$ cat src/rtl/depkt_pkg.sv
// Shared definitions for the serial NoC egress depacketizer.
//   - Control-bit offsets inside a flit, counted down from the flit MSB.
//   - FSM state type.
//   - Width helpers for per-flit payload and the ideal reassembly buffer.
package depkt_pkg;

  localparam int unsigned FLIT_VALID_POS = 0;
  localparam int unsigned FLIT_HEAD_POS  = 1;
  localparam int unsigned FLIT_TAIL_POS  = 2;

  typedef enum logic [1:0] {
    IDLE    = 2'd0,
    COLLECT = 2'd1,
    HOLD    = 2'd2
  } depkt_state_e;

  // Payload bits carried by a body flit (valid/head/tail + vc stripped).
  function automatic int unsigned payload_width(input int unsigned width_flit,
                                                input int unsigned vc_width);
    return width_flit - 3 - vc_width;
  endfunction

  // Total payload of a full packet: every flit's payload minus the head's dest.
  function automatic int unsigned data_idl_width(input int unsigned num_flits,
                                                 input int unsigned width_flit,
                                                 input int unsigned vc_width,
                                                 input int unsigned addr_width);
    return num_flits * payload_width(width_flit, vc_width) - addr_width;
  endfunction

endpackage

$ cat src/rtl/depacketizer_serial_flit_unpack.sv
// flit_unpack: combinational field extraction from one flit.
//   flit         in   WIDTH_FLIT  raw flit, layout [valid][head][tail][vc][payload]
//   f_valid      out  1           flit valid bit
//   f_head       out  1           head marker
//   f_tail       out  1           tail marker
//   f_vc         out  VC_ADDRESS_WIDTH  virtual channel id
//   f_dest       out  ADDRESS_WIDTH     destination (meaningful on head flits only)
//   body_payload out  PW          payload of a body flit
//   head_payload out  PW          head payload, left-aligned, dest bits replaced by zeros
module flit_unpack
  import depkt_pkg::*;
#(
  parameter int unsigned WIDTH_FLIT       = 36,
  parameter int unsigned VC_ADDRESS_WIDTH = 1,
  parameter int unsigned ADDRESS_WIDTH    = 4,
  localparam int unsigned PW = payload_width(WIDTH_FLIT, VC_ADDRESS_WIDTH)
) (
  input  logic [WIDTH_FLIT-1:0]       flit,
  output logic                        f_valid,
  output logic                        f_head,
  output logic                        f_tail,
  output logic [VC_ADDRESS_WIDTH-1:0] f_vc,
  output logic [ADDRESS_WIDTH-1:0]    f_dest,
  output logic [PW-1:0]               body_payload,
  output logic [PW-1:0]               head_payload
);

  localparam int unsigned HPW = PW - ADDRESS_WIDTH;

  assign f_valid      = flit[WIDTH_FLIT-1-FLIT_VALID_POS];
  assign f_head       = flit[WIDTH_FLIT-1-FLIT_HEAD_POS];
  assign f_tail       = flit[WIDTH_FLIT-1-FLIT_TAIL_POS];
  assign f_vc         = flit[WIDTH_FLIT-4 -: VC_ADDRESS_WIDTH];
  assign f_dest       = flit[PW-1 -: ADDRESS_WIDTH];
  assign body_payload = flit[PW-1:0];
  assign head_payload = {flit[HPW-1:0], {ADDRESS_WIDTH{1'b0}}};

endmodule

$ cat src/rtl/depacketizer_serial.sv
// depacketizer_serial: flit-serial NoC egress depacketizer.
// Reassembles up to NUM_FLITS flits into one payload word and holds it on a
// valid/ready output until taken.
//   clk        in   1                 clock
//   rst_n      in   1                 synchronous active-low reset
//   flit_in    in   WIDTH_FLIT        flit from router
//   valid_in   in   1                 flit_in valid
//   ready_out  out  1                 flit accepted when valid_in && ready_out
//   data_out   out  WIDTH_DATA        reassembled payload (MSB-aligned)
//   vc_out     out  VC_ADDRESS_WIDTH  VC id of the head flit
//   valid_out  out  1                 packet available
//   ready_in   in   1                 downstream ready
//   err_out    out  1                 one-cycle protocol-error pulse
module depacketizer_serial
  import depkt_pkg::*;
#(
  parameter int unsigned WIDTH_FLIT       = 36,
  parameter int unsigned NUM_FLITS        = 4,
  parameter int unsigned VC_ADDRESS_WIDTH = 1,
  parameter int unsigned ADDRESS_WIDTH    = 4,
  parameter int unsigned WIDTH_DATA       = 120
) (
  input  logic                        clk,
  input  logic                        rst_n,
  input  logic [WIDTH_FLIT-1:0]       flit_in,
  input  logic                        valid_in,
  output logic                        ready_out,
  output logic [WIDTH_DATA-1:0]       data_out,
  output logic [VC_ADDRESS_WIDTH-1:0] vc_out,
  output logic                        valid_out,
  input  logic                        ready_in,
  output logic                        err_out
);

  localparam int unsigned PW  = payload_width(WIDTH_FLIT, VC_ADDRESS_WIDTH);
  localparam int unsigned HPW = PW - ADDRESS_WIDTH;
  localparam int unsigned IDL = data_idl_width(NUM_FLITS, WIDTH_FLIT,
                                               VC_ADDRESS_WIDTH, ADDRESS_WIDTH);
  localparam int unsigned CW  = $clog2(NUM_FLITS + 1);

  if (NUM_FLITS < 1 || WIDTH_DATA > IDL) begin : g_bad_cfg
    $error("depacketizer_serial: NUM_FLITS must be >= 1 and WIDTH_DATA <= WIDTH_DATA_IDL");
  end

  logic                        f_valid;
  logic                        f_head;
  logic                        f_tail;
  logic [VC_ADDRESS_WIDTH-1:0] f_vc;
  logic [ADDRESS_WIDTH-1:0]    f_dest;
  logic [PW-1:0]               body_payload;
  logic [PW-1:0]               head_payload;

  flit_unpack #(
    .WIDTH_FLIT       (WIDTH_FLIT),
    .VC_ADDRESS_WIDTH (VC_ADDRESS_WIDTH),
    .ADDRESS_WIDTH    (ADDRESS_WIDTH)
  ) u_unpack (
    .flit         (flit_in),
    .f_valid      (f_valid),
    .f_head       (f_head),
    .f_tail       (f_tail),
    .f_vc         (f_vc),
    .f_dest       (f_dest),
    .body_payload (body_payload),
    .head_payload (head_payload)
  );

  depkt_state_e                state_q, state_d;
  logic [CW-1:0]               cnt_q, cnt_d;
  logic [IDL-1:0]              buf_q, buf_d;
  logic [VC_ADDRESS_WIDTH-1:0] vc_q, vc_d;
  logic                        err_q, err_d;
  logic                        take;
  logic                        load_head;

  // In HOLD a flit is only accepted together with the output handshake.
  assign ready_out = rst_n && ((state_q != HOLD) || ready_in);
  assign take      = valid_in && ready_out && f_valid;

  always_comb begin
    state_d   = state_q;
    cnt_d     = cnt_q;
    buf_d     = buf_q;
    vc_d      = vc_q;
    err_d     = 1'b0;
    load_head = 1'b0;

    unique case (state_q)
      IDLE: begin
        if (take) begin
          if (f_head) load_head = 1'b1;
          else        err_d     = 1'b1;
        end
      end
      COLLECT: begin
        if (take) begin
          if (f_head) begin
            err_d     = 1'b1;
            load_head = 1'b1;
          end else begin
            // Slot k (k >= 1) follows the shorter head slot in the buffer.
            for (int unsigned k = 1; k < NUM_FLITS; k++) begin
              if (cnt_q == CW'(k)) begin
                buf_d[IDL - HPW - (k - 1) * PW - 1 -: PW] = body_payload;
              end
            end
            cnt_d = cnt_q + 1'b1;
            if (f_tail || cnt_d == CW'(NUM_FLITS)) begin
              state_d = HOLD;
              if (!f_tail) err_d = 1'b1;
            end
          end
        end
      end
      HOLD: begin
        if (ready_in) state_d = IDLE;
        if (take) begin
          if (f_head) load_head = 1'b1;
          else        err_d     = 1'b1;
        end
      end
      default: state_d = IDLE;
    endcase

    // Head load overrides the per-state next-state choice so that a restart
    // from COLLECT and a pipelined head in HOLD share one path.
    if (load_head) begin
      buf_d              = '0;
      buf_d[IDL-1 -: HPW] = head_payload[PW-1 -: HPW];
      vc_d               = f_vc;
      cnt_d              = CW'(1);
      if (f_tail || NUM_FLITS == 1) begin
        state_d = HOLD;
        if (!f_tail) err_d = 1'b1;
      end else begin
        state_d = COLLECT;
      end
    end
  end

  always_ff @(posedge clk) begin
    if (!rst_n) begin
      state_q <= IDLE;
      cnt_q   <= '0;
      buf_q   <= '0;
      vc_q    <= '0;
      err_q   <= 1'b0;
    end else begin
      state_q <= state_d;
      cnt_q   <= cnt_d;
      buf_q   <= buf_d;
      vc_q    <= vc_d;
      err_q   <= err_d;
    end
  end

  assign valid_out = (state_q == HOLD);
  assign data_out  = buf_q[IDL-1 -: WIDTH_DATA];
  assign vc_out    = vc_q;
  assign err_out   = err_q;

  // Destination and truncated payload LSBs are intentionally discarded.
  logic unused_bits;
  assign unused_bits = ^{f_dest, head_payload, buf_q};

endmodule

$ cat config.mk
export PLATFORM = sky130hd
export DESIGN_NAME = depacketizer_serial
export DESIGN_NICKNAME = d
export VERILOG_FILES = /design/src/rtl/depkt_pkg.sv /design/src/rtl/depacketizer_serial_flit_unpack.sv /design/src/rtl/depacketizer_serial.sv
export SDC_FILE = /design/constraint.sdc
export NUM_CORES = 1
export LEC_CHECK = 0
export CAP_MARGIN = 10
export CORE_MARGIN = 2
export CORE_UTILIZATION = 37
export DETAILED_ROUTE_END_ITERATION = 6
export HOLD_SLACK_MARGIN = 0.06
export PLACE_DENSITY = 0.67
export SKIP_CTS_REPAIR_TIMING = 1
export SKIP_LAST_GASP = 1
export SYNTH_ARGS = -nofsm -noshare
export SYNTH_HDL_FRONTEND = slang
export SYNTH_SLANG_ARGS = --single-unit
$ cat constraint.sdc
create_clock -name clk -period 2.3 [get_ports clk]
set_clock_uncertainty 0.15 [all_clocks]
set_input_delay 0.46 -clock clk [delete_from_list [all_inputs] [get_ports clk]]
set_output_delay 0.46 -clock clk [all_outputs]
set_load 0.05 [all_outputs]
# Word-level counts from Yosys, hierarchy flattened
# Cells that the tools add are included.
[totals]
regBits = 131
output_inout_bits = 124
wordCells = 63
[op_classes]
add_sub_neg = 1
eq_ne = 13
mux = 21
n_bitwise = 2
reduce_logical = 17
[ops]
columns = ["cell", "n"]
rows = [
  ["two-way mux 1 bit", 13],
  ["two-way mux 2 bit", 6],
  ["AND reduction 4 bit", 3],
  ["!= test 3 bit, second input constant", 3],
  ["equality test 3 x 2 -> 1 bit, second input constant", 2],
  ["one-hot mux 2 bit (3 select lines)", 1],
  ["AND reduction 3 bit", 2],
  ["AND reduction 5 bit", 1],
  ["!= test 2 bit, second input constant", 2],
  ["nonzero test 2 bit", 2],
  ["OR reduction 2 bit", 2],
  ["adder 3 x 1 -> 3 bit, second input constant", 1],
  ["equality test 3 x 1 -> 1 bit, second input constant", 1],
  ["equality test 3 bit, second input constant", 1],
  ["logical AND 1 bit", 3],
  ["!= test 3 x 1 -> 1 bit, second input constant", 1],
  ["OR reduction 3 bit", 1],
  ["equality test 2 x 1 -> 1 bit, second input constant", 1],
  ["equality test 2 bit, second input constant", 1],
  ["logical NOT 2 bit", 1],
  ["logical OR 1 bit", 2],
  ["!= test 2 x 1 -> 1 bit, second input constant", 1],
  ["inverter 1 bit", 2],
  ["one-hot mux 1 bit (2 select lines)", 1],
]

# Longest topological paths before layout
# Gate-level depths: netlist (run 1).
[logic_depth]
word_depth = 9
mapped_depth = 8

# Modules after synthesis
# A second synthesis (run 1) with hierarchy kept.
[hier_totals]
hier_cells = 619
area_unflattened_um2 = 5313.8
[modules_own_cells]
columns = ["module", "instances", "cells_each", "area_per_inst_um2", "seq_area_each_um2"]
rows = [
  ["depacketizer_serial", 1, 546, 4769.6, 2542.4],
  ["flit_unpack", 1, 73, 544.3, 0.0],
]

# Least setup slack after synthesis (run 1)
# No wires, ideal clock.
[synth_path]
kind = "register to output"
startpoint = "register state_q[0]"
endpoint = "output port ready_out"
arrival_ns = 1.626
t_required_ns = 1.690
setup_slack_ns = 0.064
path_stages_with_launch = 4
n_path_buf = 0
cell_sequence = "dfxtp_1 > and2b_1 > nor2b_1 > nor2_1"
[synth_between]
elab_chain_len = 3
[synth_lines]
columns = ["item", "line_no", "source"]
rows = [
  ["from (decl)", "depacketizer_serial.sv:68", "depkt_state_e state_q, state_d;"],
  ["from (signal assigned)", "depacketizer_serial.sv:149", "state_q <= state_d;"],
  ["!= test 2 bit", "depacketizer_serial.sv:77", "assign ready_out = rst_n && ((state_q != HOLD) || ready_in);"],
  ["logical OR 1 bit", "depacketizer_serial.sv:77", ""],
  ["logical AND 1 bit", "depacketizer_serial.sv:77", ""],
  ["to (decl)", "depacketizer_serial.sv:27", "output logic ready_out,"],
]
# Every way passes these cells.

# Worst setup path in the final report (run 1)
[layout_path]
startpoint = "register buf_q[123]"
endpoint = "output port data_out[119]"
[layout_lines]
columns = ["item", "line_no", "source"]
rows = [
  ["from (decl)", "depacketizer_serial.sv:70", "logic [IDL-1:0] buf_q, buf_d;"],
  ["from (signal assigned)", "depacketizer_serial.sv:151", "buf_q <= buf_d;"],
  ["to (decl)", "depacketizer_serial.sv:28", "output logic [WIDTH_DATA-1:0] data_out,"],
]
# No word-level cell between the ends.

==> flow_metrics.tcl, run 1 <==
set metrics [dict create \
    maxCapViolCount 0 \
    critPathArrivalTime_ns 1.59 \
    pwr-share-comb_pct 5.7 \
    ctsRootBufferMaster "clkbuf_16" \
    synth_fa_ha_area_share_pct 1.30 \
    die_x_um 118 \
    postRouteAntennaNets 0 \
    synth.top_cells.by_count "dfxtp_1 (127), nand2_1 (116), nor2_1 (68), mux2i_1 (64), a21oi_1 (46)" \
    slowest_delay_ns 0.83 \
    syn_to_final_growth_pct 50.6 \
    syn_inst 509 \
    tightest_slew_ns 0.553 \
    worstSetupStartpointType "flop" \
    routabilityCongestion 0.807 \
    coreArea_sq_um 12700 \
    setup_viol 0 \
    syn_nets 554 \
    nNetsFinal 726 \
    clockBufferDepth 2 \
    synth.area.mux_share_pct 13.3 \
    power.net_switching_mw 1.09 \
    cp_cell_sequence "clkdlybuf4s50_1" \
    start_util_pct 37.9 \
    synth_xor_xnor_area_share_pct 0 \
    timing.setup.tns_ns 0 \
    min_path_type "reg -> reg" \
    p_int_mw 3.94 \
    drt_iter0_drc 205 \
    drc 0 \
    p_total_mw 5.04 \
    overflow 0 \
    cts_made_buffers 17 \
    synth_compound_area_share_pct 9.51 \
    ir_worst_vdd_v 0.000488 \
    die-area_sq_um 13900 \
    ys_seq_area_share_pct 52.9 \
    vias_per_cell 4.72 \
    drt-wirelength-per-cell_um 15.8 \
    clk_latency_ns 0.41 \
    synth_top_family_by_area "simple AND/OR/NAND/NOR gates" \
    vias 4079 \
    seqPwrFrac_pct 44.1 \
    crit_type "reg -> out" \
    ioPinCount 164 \
    finalCritPeriodShare_pct 95.7 \
    cts_sinks 127 \
    drt_first_pass_iters 5 \
    track_usage_pct 19.6 \
    worst_hold_slack_ns 0.303 \
    relSlewSlack_pct 63.0 \
    fin_crit_ns 2.20 \
    grt_first_pass_wirelength_um 21400 \
    fmax_mhz 454 \
    die_h_um 118 \
    dpl.hpwl_um 9530 \
    grt_util_met2_pct 30.1 \
    layout-drive-gt1-share_pct 10.8 \
    critPathSlowestCell "clkdlybuf4s50_1" \
    synth_most_common_cell "dfxtp_1" \
    synth_area_sq_um 4800 \
    fillers 1128 \
    synth-simple-area-share_pct 17.8 \
    synth_area_leaders "dfxtp_1 (53%), mux2i_1 (13%), nand2_1 (9.1%)" \
    async_flop_share_pct 0 \
    status "finished, final reports clean" \
    slew_viol_final 0 \
    p_sw_share_pct 21.7 \
    yosysTopAreaCell "dfxtp_1" \
    ys_ff_latch 127 \
    wirelength_um 13600 \
    diodes 0 \
    grt_pass1_vias 4105 \
    synth_flop_cell "dfxtp_1" \
    crit_buf_inv 1 \
    final_hold_viol_count 0 \
    grt_max_degree 35 \
    cp_max_fo 2 \
    gr-usage-met1_pct 23.8 \
    numPortBuffers 163 \
    avgSynthCellArea_sq_um 9.44 \
    clk_pin_slew_ns 0.05 \
    htreeDepth 4 \
    p_leak_nw 3.00 \
    rsz0062_at_grt "no" \
    rows 41 \
    power_density_nw_per_um2 696 \
    tritoncts "yes" \
    globalRoute.busiestLayer "met2" \
    synth_top_cell_area_share_pct 52.9 \
    use_met3_pct 9.01 \
    synth_cell_types 33 \
    path_delay_family "buffers and inverters" \
    required_ns 1.69 \
    ys_warn_count 0 \
    p_clk_share_pct 50.1 \
    endpoint_kind "output pin" \
    antenna_found_initial 0 \
    synth_edf_count 0 \
]
[area by class of cell]
cell class                 instances  area (sq um)  area share [%]
sequential                       127          2540            35.1
tap                              172           215            2.97
clock inverter                     7          87.6            1.21
clock buffer                      24           462            6.38
timing repair buffer             185          1880            26.0
inverter                           6          22.5           0.311
multi-input combinational        344          2030            28.0
[state kept, by name (all words and copies together), names as in the netlist]
signal and flops:
state_q 2, cnt_q 3, vc_out 1, err_out 1, buf_q 120
[stage by stage]
stage | util, % | setup slack (ns) | area, sq um | cells
2_1_floorplan | - | 0.0644 | 4800 | 509
5_1_grt | 57.1 | 0.0443 | 7240 | 865
6_report | 57.1 | 0.0980 | 7240 | 865
3_5_place_dp | 52.8 | 0.0137 | 6690 | 834
3_3_place_gp | 52.8 | 0.0786 | 6690 | 834
4_1_cts | 57.1 | 0.0782 | 7240 | 865
[worst paths after layout]
check | from | to | slack (ns) | depth (start not counted)
worst max-delay path | buf_q[123] | data_out[119] | 0.1 | 1
worst min-delay path | buf_q[8] | buf_q[8] | 0.30 | 2
worst max register to register | cnt_q[0] | buf_q[22] | 0.43 | 7
worst min register to register | buf_q[8] | buf_q[8] | 0.30 | 2
[layout by cell type, fill, tap and decap left out, types with 2 or more instances in the layout]
cell,n
a21oi_2,18
a21oi_1,45
dfxtp_1,127
ha_1,5
a311oi_1,2
clkdlybuf4s50_1,161
mux2i_1,64
a211oi_1,3
clkbuf_1,6
clkbuf_16,17
nand4_4,2
buf_4,17
inv_1,6
buf_12,7
nor2_1,68
nor2b_1,2
nand3_1,2
nand2b_1,2
bufinv_16,2
nand2_1,115
clkinv_2,4
[power groups by stage]
stage	combinational, mW	clock [mW]	sequential (mW)
floorplan	0.0888	0	2.31
global placement	0.286	0	2.27
detailed placement	0.289	0	2.27
CTS	0.290	2.56	2.22
global route	0.307	2.67	2.22
finish	0.289	2.52	2.22
[layer usage]
metal	wire length, um	vias up
li1	-	2024
met1	6000	1893
met4	245	0
met5	0	-
met2	6260	146
met3	1130	16
[kinds of logic (layout without fill, tap and decap cells)]
logic type                 Yosys count  after routing
buffers and inverters               38            222
and+or+nand+nor                    202            202
DFF                                127            127
adders and majority gates            5              5
muxes                               64             64
AOI/OAI and AO/OA                   73             73
(Power assumes the default switching activity.)
==> inputs of run 2 (changes only) <==
--- a/config.mk
+++ b/config.mk
@@ -11,6 +11,7 @@
 export DETAILED_ROUTE_END_ITERATION = 6
 export HOLD_SLACK_MARGIN = 0.06
 export PLACE_DENSITY = 0.67
+export RECOVER_POWER = 100
 export SKIP_CTS_REPAIR_TIMING = 1
 export SKIP_LAST_GASP = 1
 export SYNTH_ARGS = -nofsm -noshare
==> run 2 against run 1 <==
  * Sequential cell count stayed put
  * Routed wire length is 0.10% lower
  * Count of clock-buffer cells in the layout stayed put
  * Final area is 1.9% lower
  * Utilization is 1.1 points lower
  * Hold slack worse by 0.0034 ns
  * Sequential power hardly changed
  * Sequential share of layout area is 0.68 points higher
  * Critical endpoint is now data_out[8]
  * Fmax is 1.5% lower
  * Die area stayed put
  * Highest routed layer unchanged
  * Power is 0.30% lower
  * Combinational power is 4% lower
==> flow_metrics.tcl, run 2 (synthesis results as in run 1) <==
set metrics [dict create \
    status "finished, final reports clean" \
    mostFrequentLayoutCell "dfxtp_1" \
    min_delay_path_depth 2 \
    overflow 0 \
    die_x_um 118 \
    power_density_nw_per_um2 707 \
    clk_pin_slew_ns 0.06 \
    min_path_type "reg -> reg" \
    critPathSlowestCell "dlygate4sd3_1" \
    drt_first_pass_iters 4 \
    final_hold_viol_count 0 \
    antenna_found_initial 0 \
    design_area_sq_um 7100 \
    worstRegToRegCells 5 \
    grt_first_pass_wirelength_um 21400 \
    post-place-cells 834 \
    top_layer "met4" \
    crit_buf_inv 1 \
    fin_crit_ns 2.24 \
    required_ns 1.69 \
    wl_met2_um 6240 \
    p_leak_nw 3.14 \
    path_depth 1 \
    finalCritPeriodShare_pct 97.2 \
    postRouteAntennaNets 0 \
    final_core_util_pct 56.0 \
    track_usage_pct 19.6 \
    relSlewSlack_pct 63.0 \
    layout-drive-gt1-share_pct 7.65 \
    cts_sinks 127 \
    slowest_delay_ns 0.89 \
    maxCapViolCount 0 \
    coreArea_sq_um 12700 \
    largestRegisters "buf_q (120), cnt_q (3), state_q (2)" \
    drt_iter0_drc 255 \
    wirelength_um 13600 \
    drc 0 \
    clk_latency_ns 0.41 \
    cp_cell_sequence "dlygate4sd3_1" \
    vias_per_cell 4.72 \
    endpoint_kind "output pin" \
    largest_reg_flops 120 \
    syn_to_final_growth_pct 47.8 \
    start_util_pct 37.9 \
    die_h_um 118 \
    die-area_sq_um 13900 \
    met3_wirelength_um 1180 \
    ir_worst_vdd_v 0.000515 \
    worst_hold_slack_ns 0.300 \
    setup_viol 0 \
    top_register "buf_q" \
    pre_cts_slack_ns 0.0137 \
    timing.setup.tns_ns 0 \
    cts_made_buffers 17 \
    slew_viol_final 0 \
    grt_max_degree 35 \
    p_total_mw 5.02 \
    crit_type "reg -> out" \
    htreeDepth 4 \
    path_delay_family "buffers and inverters" \
    vias 4082 \
    tightest_slew_ns 0.553 \
    ioPinCount 164 \
    drt-wirelength-per-cell_um 15.7 \
    fmax_mhz 447 \
    grt_pass1_vias 4105 \
    mostFrequentLayoutCells "dfxtp_1 (127), nand2_1 (116), clkdlybuf4s50_1 (113)" \
    routabilityCongestion 0.807 \
    rows 41 \
    cp_max_fo 2 \
    postPlaceCellArea_sq_um 6690 \
    stdcell_count 865 \
    dpl.hpwl_um 9530 \
    worstSetupStartpointType "flop" \
    critPathArrivalTime_ns 1.63 \
    wl_met1_um 5950 \
    nNetsFinal 726 \
    tritoncts "yes" \
    ctsRootBufferMaster "clkbuf_16" \
    clockBufferDepth 2 \
    regToRegSetupSlack_ns 0.42 \
    rsz0062_at_grt "no" \
    setup_ws_ns 0.0637 \
    diodes 0 \
    numPortBuffers 163 \
]
## run 2: cell count changes in the layout (fill, tap and decap cells not counted), moves of 2 or more
cell,change
clkbuf_2,+3
a21oi_2,-18
a21oi_1,+18
buf_4,-6
clkdlybuf4s50_1,-48
buf_12,-2
dlygate4sd3_1,+48
clkbuf_1,+2
clkbuf_4,+3
## run 2: area by class of cell
type / count / area, sq um
clock inverter: 7 / 87.6
multi-input combinational: 344 / 1930
clock buffer: 24 / 462
tap: 172 / 215
timing repair buffer: 185 / 1840
fill: 1164 / 5570
sequential: 127 / 2540
inverter: 6 / 22.5
## run 2: worst paths after layout
check,from,to
setup reg to reg,state_q[0],buf_q[48]
hold reg to reg,buf_q[104],buf_q[104]
hold / removal,buf_q[104],buf_q[104]
setup / recovery,buf_q[12],data_out[8]
## run 2: worst reg2reg max path, stage by stage (launching register included)
cell and delay, ns:
dfxtp_1 0.46, nor3b_2 0.34, nand4_1 0.23, clkbuf_4 0.32, mux2i_1 0.23, nor2_1 0.05
## run 2: power by group
group | switching [mW] | internal (mW) | total [mW]
clock network | 0.915 | 1.61 | 2.52
registers | 0.00835 | 2.21 | 2.22
logic | 0.165 | 0.112 | 0.276
total | 1.09 | 3.93 | 5.02
## run 2: layer usage
layer	up-vias	global-route usage, %
li1	2024	-
met1	1889	23.8
met2	151	30.1
met3	18	9.01
met4	0	7.98
met5	-	0
==> inputs of run 3 (changes only) <==
--- a/config.mk
+++ b/config.mk
@@ -12,6 +12,7 @@
 export HOLD_SLACK_MARGIN = 0.06
 export PLACE_DENSITY = 0.67
 export RECOVER_POWER = 100
+export SETUP_SLACK_MARGIN = 0.1
 export SKIP_CTS_REPAIR_TIMING = 1
 export SKIP_LAST_GASP = 1
 export SYNTH_ARGS = -nofsm -noshare
==> run 3 against run 2 <==
  * Routed wire length grew 1.4%
  * Sequential share of layout area grew 2.4 points
  * Sequential cell count is the same
  * Final area shrank 6.2%
  * Count of clock-buffer cells in the layout shrank 5
  * Sequential power is essentially flat
  * Hold slack gained 0.0024 ns
  * Die area is the same
  * First-iteration DRC count grew 0.78%
  * Utilization shrank 3.5 points
  * Fmax grew 0.42%
  * Largest cell class unchanged
  * Cell count grew 0.12%
  * Largest power group unchanged
==> flow_metrics.tcl, run 3 (synthesis results as in run 1) <==
set metrics [dict create \
    power_density_nw_per_um2 772 \
    ir_worst_vdd_v 0.000375 \
    crit_buf_inv 1 \
    r2r_start "cnt_q[0]" \
    drt_iter0_drc 257 \
    diodes 0 \
    p_sw_share_pct 22.7 \
    postRouteAntennaNets 0 \
    hold_end "buf_q[104]" \
    worstRegToRegCells 7 \
    ctsRootBufferMaster "clkbuf_16" \
    layout-drive-gt1-share_pct 10.4 \
    htreeDepth 4 \
    worstSetupStartpointType "flop" \
    nNetsFinal 726 \
    endpoint_kind "output pin" \
    status "finished, final reports clean" \
    dpl.hpwl_um 9640 \
    final_core_util_pct 52.5 \
    mostFrequentLayoutCell "dfxtp_1" \
    ff_latch_area_sq_um 2540 \
    p_int_mw 3.97 \
    drt-wirelength-per-cell_um 15.9 \
    finalCritPeriodShare_pct 96.8 \
    rows 41 \
    grt_first_pass_wirelength_um 22100 \
    power.net_switching_mw 1.16 \
    timing.setup.tns_ns 0 \
    final_hold_viol_count 0 \
    crit_type "reg -> out" \
    ioPinCount 164 \
    die_x_um 118 \
    grt_max_degree 37 \
    path_delay_family "buffers and inverters" \
    cp_cell_sequence "dlygate4sd3_1" \
    overflow 0 \
    maxCapViolCount 0 \
    wirelength_um 13800 \
    die_h_um 118 \
    r2r_end "buf_q[12]" \
    critPathSlowestCell "dlygate4sd3_1" \
    clockBufferDepth 2 \
    min_path_type "reg -> reg" \
    track_usage_pct 20.1 \
    routabilityCongestion 0.847 \
    numPortBuffers 163 \
    setup_viol 0 \
    antenna_found_initial 0 \
    clk_pin_slew_ns 0.06 \
    cts_sinks 127 \
    top_register "buf_q" \
    tritoncts "yes" \
    vias_per_cell 4.76 \
    largestRegisters "buf_q (120), cnt_q (3), state_q (2)" \
    required_ns 1.69 \
    fmax_mhz 449 \
    slew_viol_final 0 \
    pwr-share-comb_pct 5.3 \
    min_delay_path_depth 2 \
    clk_latency_ns 0.40 \
    p_clk_share_pct 51.4 \
    drc 0 \
    die-area_sq_um 13900 \
    vias 4125 \
    min_from "buf_q[104]" \
    seqPwrFrac_pct 43.3 \
    fillers 1278 \
    syn_to_final_growth_pct 38.6 \
    relSlewSlack_pct 54.4 \
    p_leak_nw 2.88 \
    rsz0062_at_grt "yes" \
    slowest_delay_ns 0.88 \
    cp_max_fo 2 \
    grt_pass1_vias 4160 \
    cts_made_buffers 17 \
    coreArea_sq_um 12700 \
    multiInputGateArea_sq_um 1990 \
    start_util_pct 37.9 \
    tightest_slew_ns 0.687 \
    regToRegSetupSlack_ns 0.27 \
    mostFrequentLayoutCells "dfxtp_1 (126), nand2_1 (115), clkbuf_1 (88)" \
    fin_crit_ns 2.23 \
    largest_reg_flops 120 \
    drt_first_pass_iters 4 \
    critPathArrivalTime_ns 1.62 \
]
## run 3: worst min-delay path, stage by stage, from the launching register on
cell and delay (ns):
dfxtp_1 0.30, nand2_1 0.05, a21oi_1 0.05
## run 3: routing by layer
metal,vias up,global-route usage (%),wire length (um)
met5,-,0,0
met4,0,7.23,162
met3,13,6.30,758
met2,112,32.1,6660
met1,1978,25.4,6230
li1,2022,-,-
## run 3: cell type report
cell class / instances / area share, %
clock buffers: 19 / 6.80
flip-flops and latches: 127 / 38.2
clock inverters: 13 / 2.09
multi-input cells: 344 / 29.9
repair buffers: 185 / 19.5
well taps: 172 / 3.23
inverters: 6 / 0.338
## run 3: power by group through the flow
stage | Clock, mW | Sequential, mW | Combinational [mW]
floorplan | 0 | 2.31 | 0.0892
global placement | 0 | 2.27 | 0.286
detailed placement | 0 | 2.27 | 0.288
CTS | 2.69 | 2.22 | 0.289
global route | 2.78 | 2.22 | 0.293
finish | 2.64 | 2.22 | 0.274
## run 3: metrics by stage
stage	cell area (sq um)	hold WS, ns	total power, mW	cells	setup WS, ns
final	6660	0.302	5.14	866	0.0730
after global routing	6660	0.320	5.30	866	0.0416
after CTS	7290	0.307	5.20	866	0.0556
after detailed placement	6700	0.300	2.56	834	0.0585
after global placement	6700	0.292	2.56	834	0.0644
after floorplan	4810	0.327	2.40	509	0.288
## run 3: worst max path at each step
stage / start / end / slack [ns] / cells past startpoint
after CTS: buf_q[115] / data_out[111] / 0.06 / 1
after global placement: flit_in[34] / buf_q[16] / 0.06 / 6
final: buf_q[80] / data_out[76] / 0.07 / 1
after global routing: buf_q[49] / data_out[45] / 0.04 / 1
after floorplan: state_q[0] / ready_out / 0.29 / 3
after detailed placement: flit_in[34] / buf_q[11] / 0.06 / 6
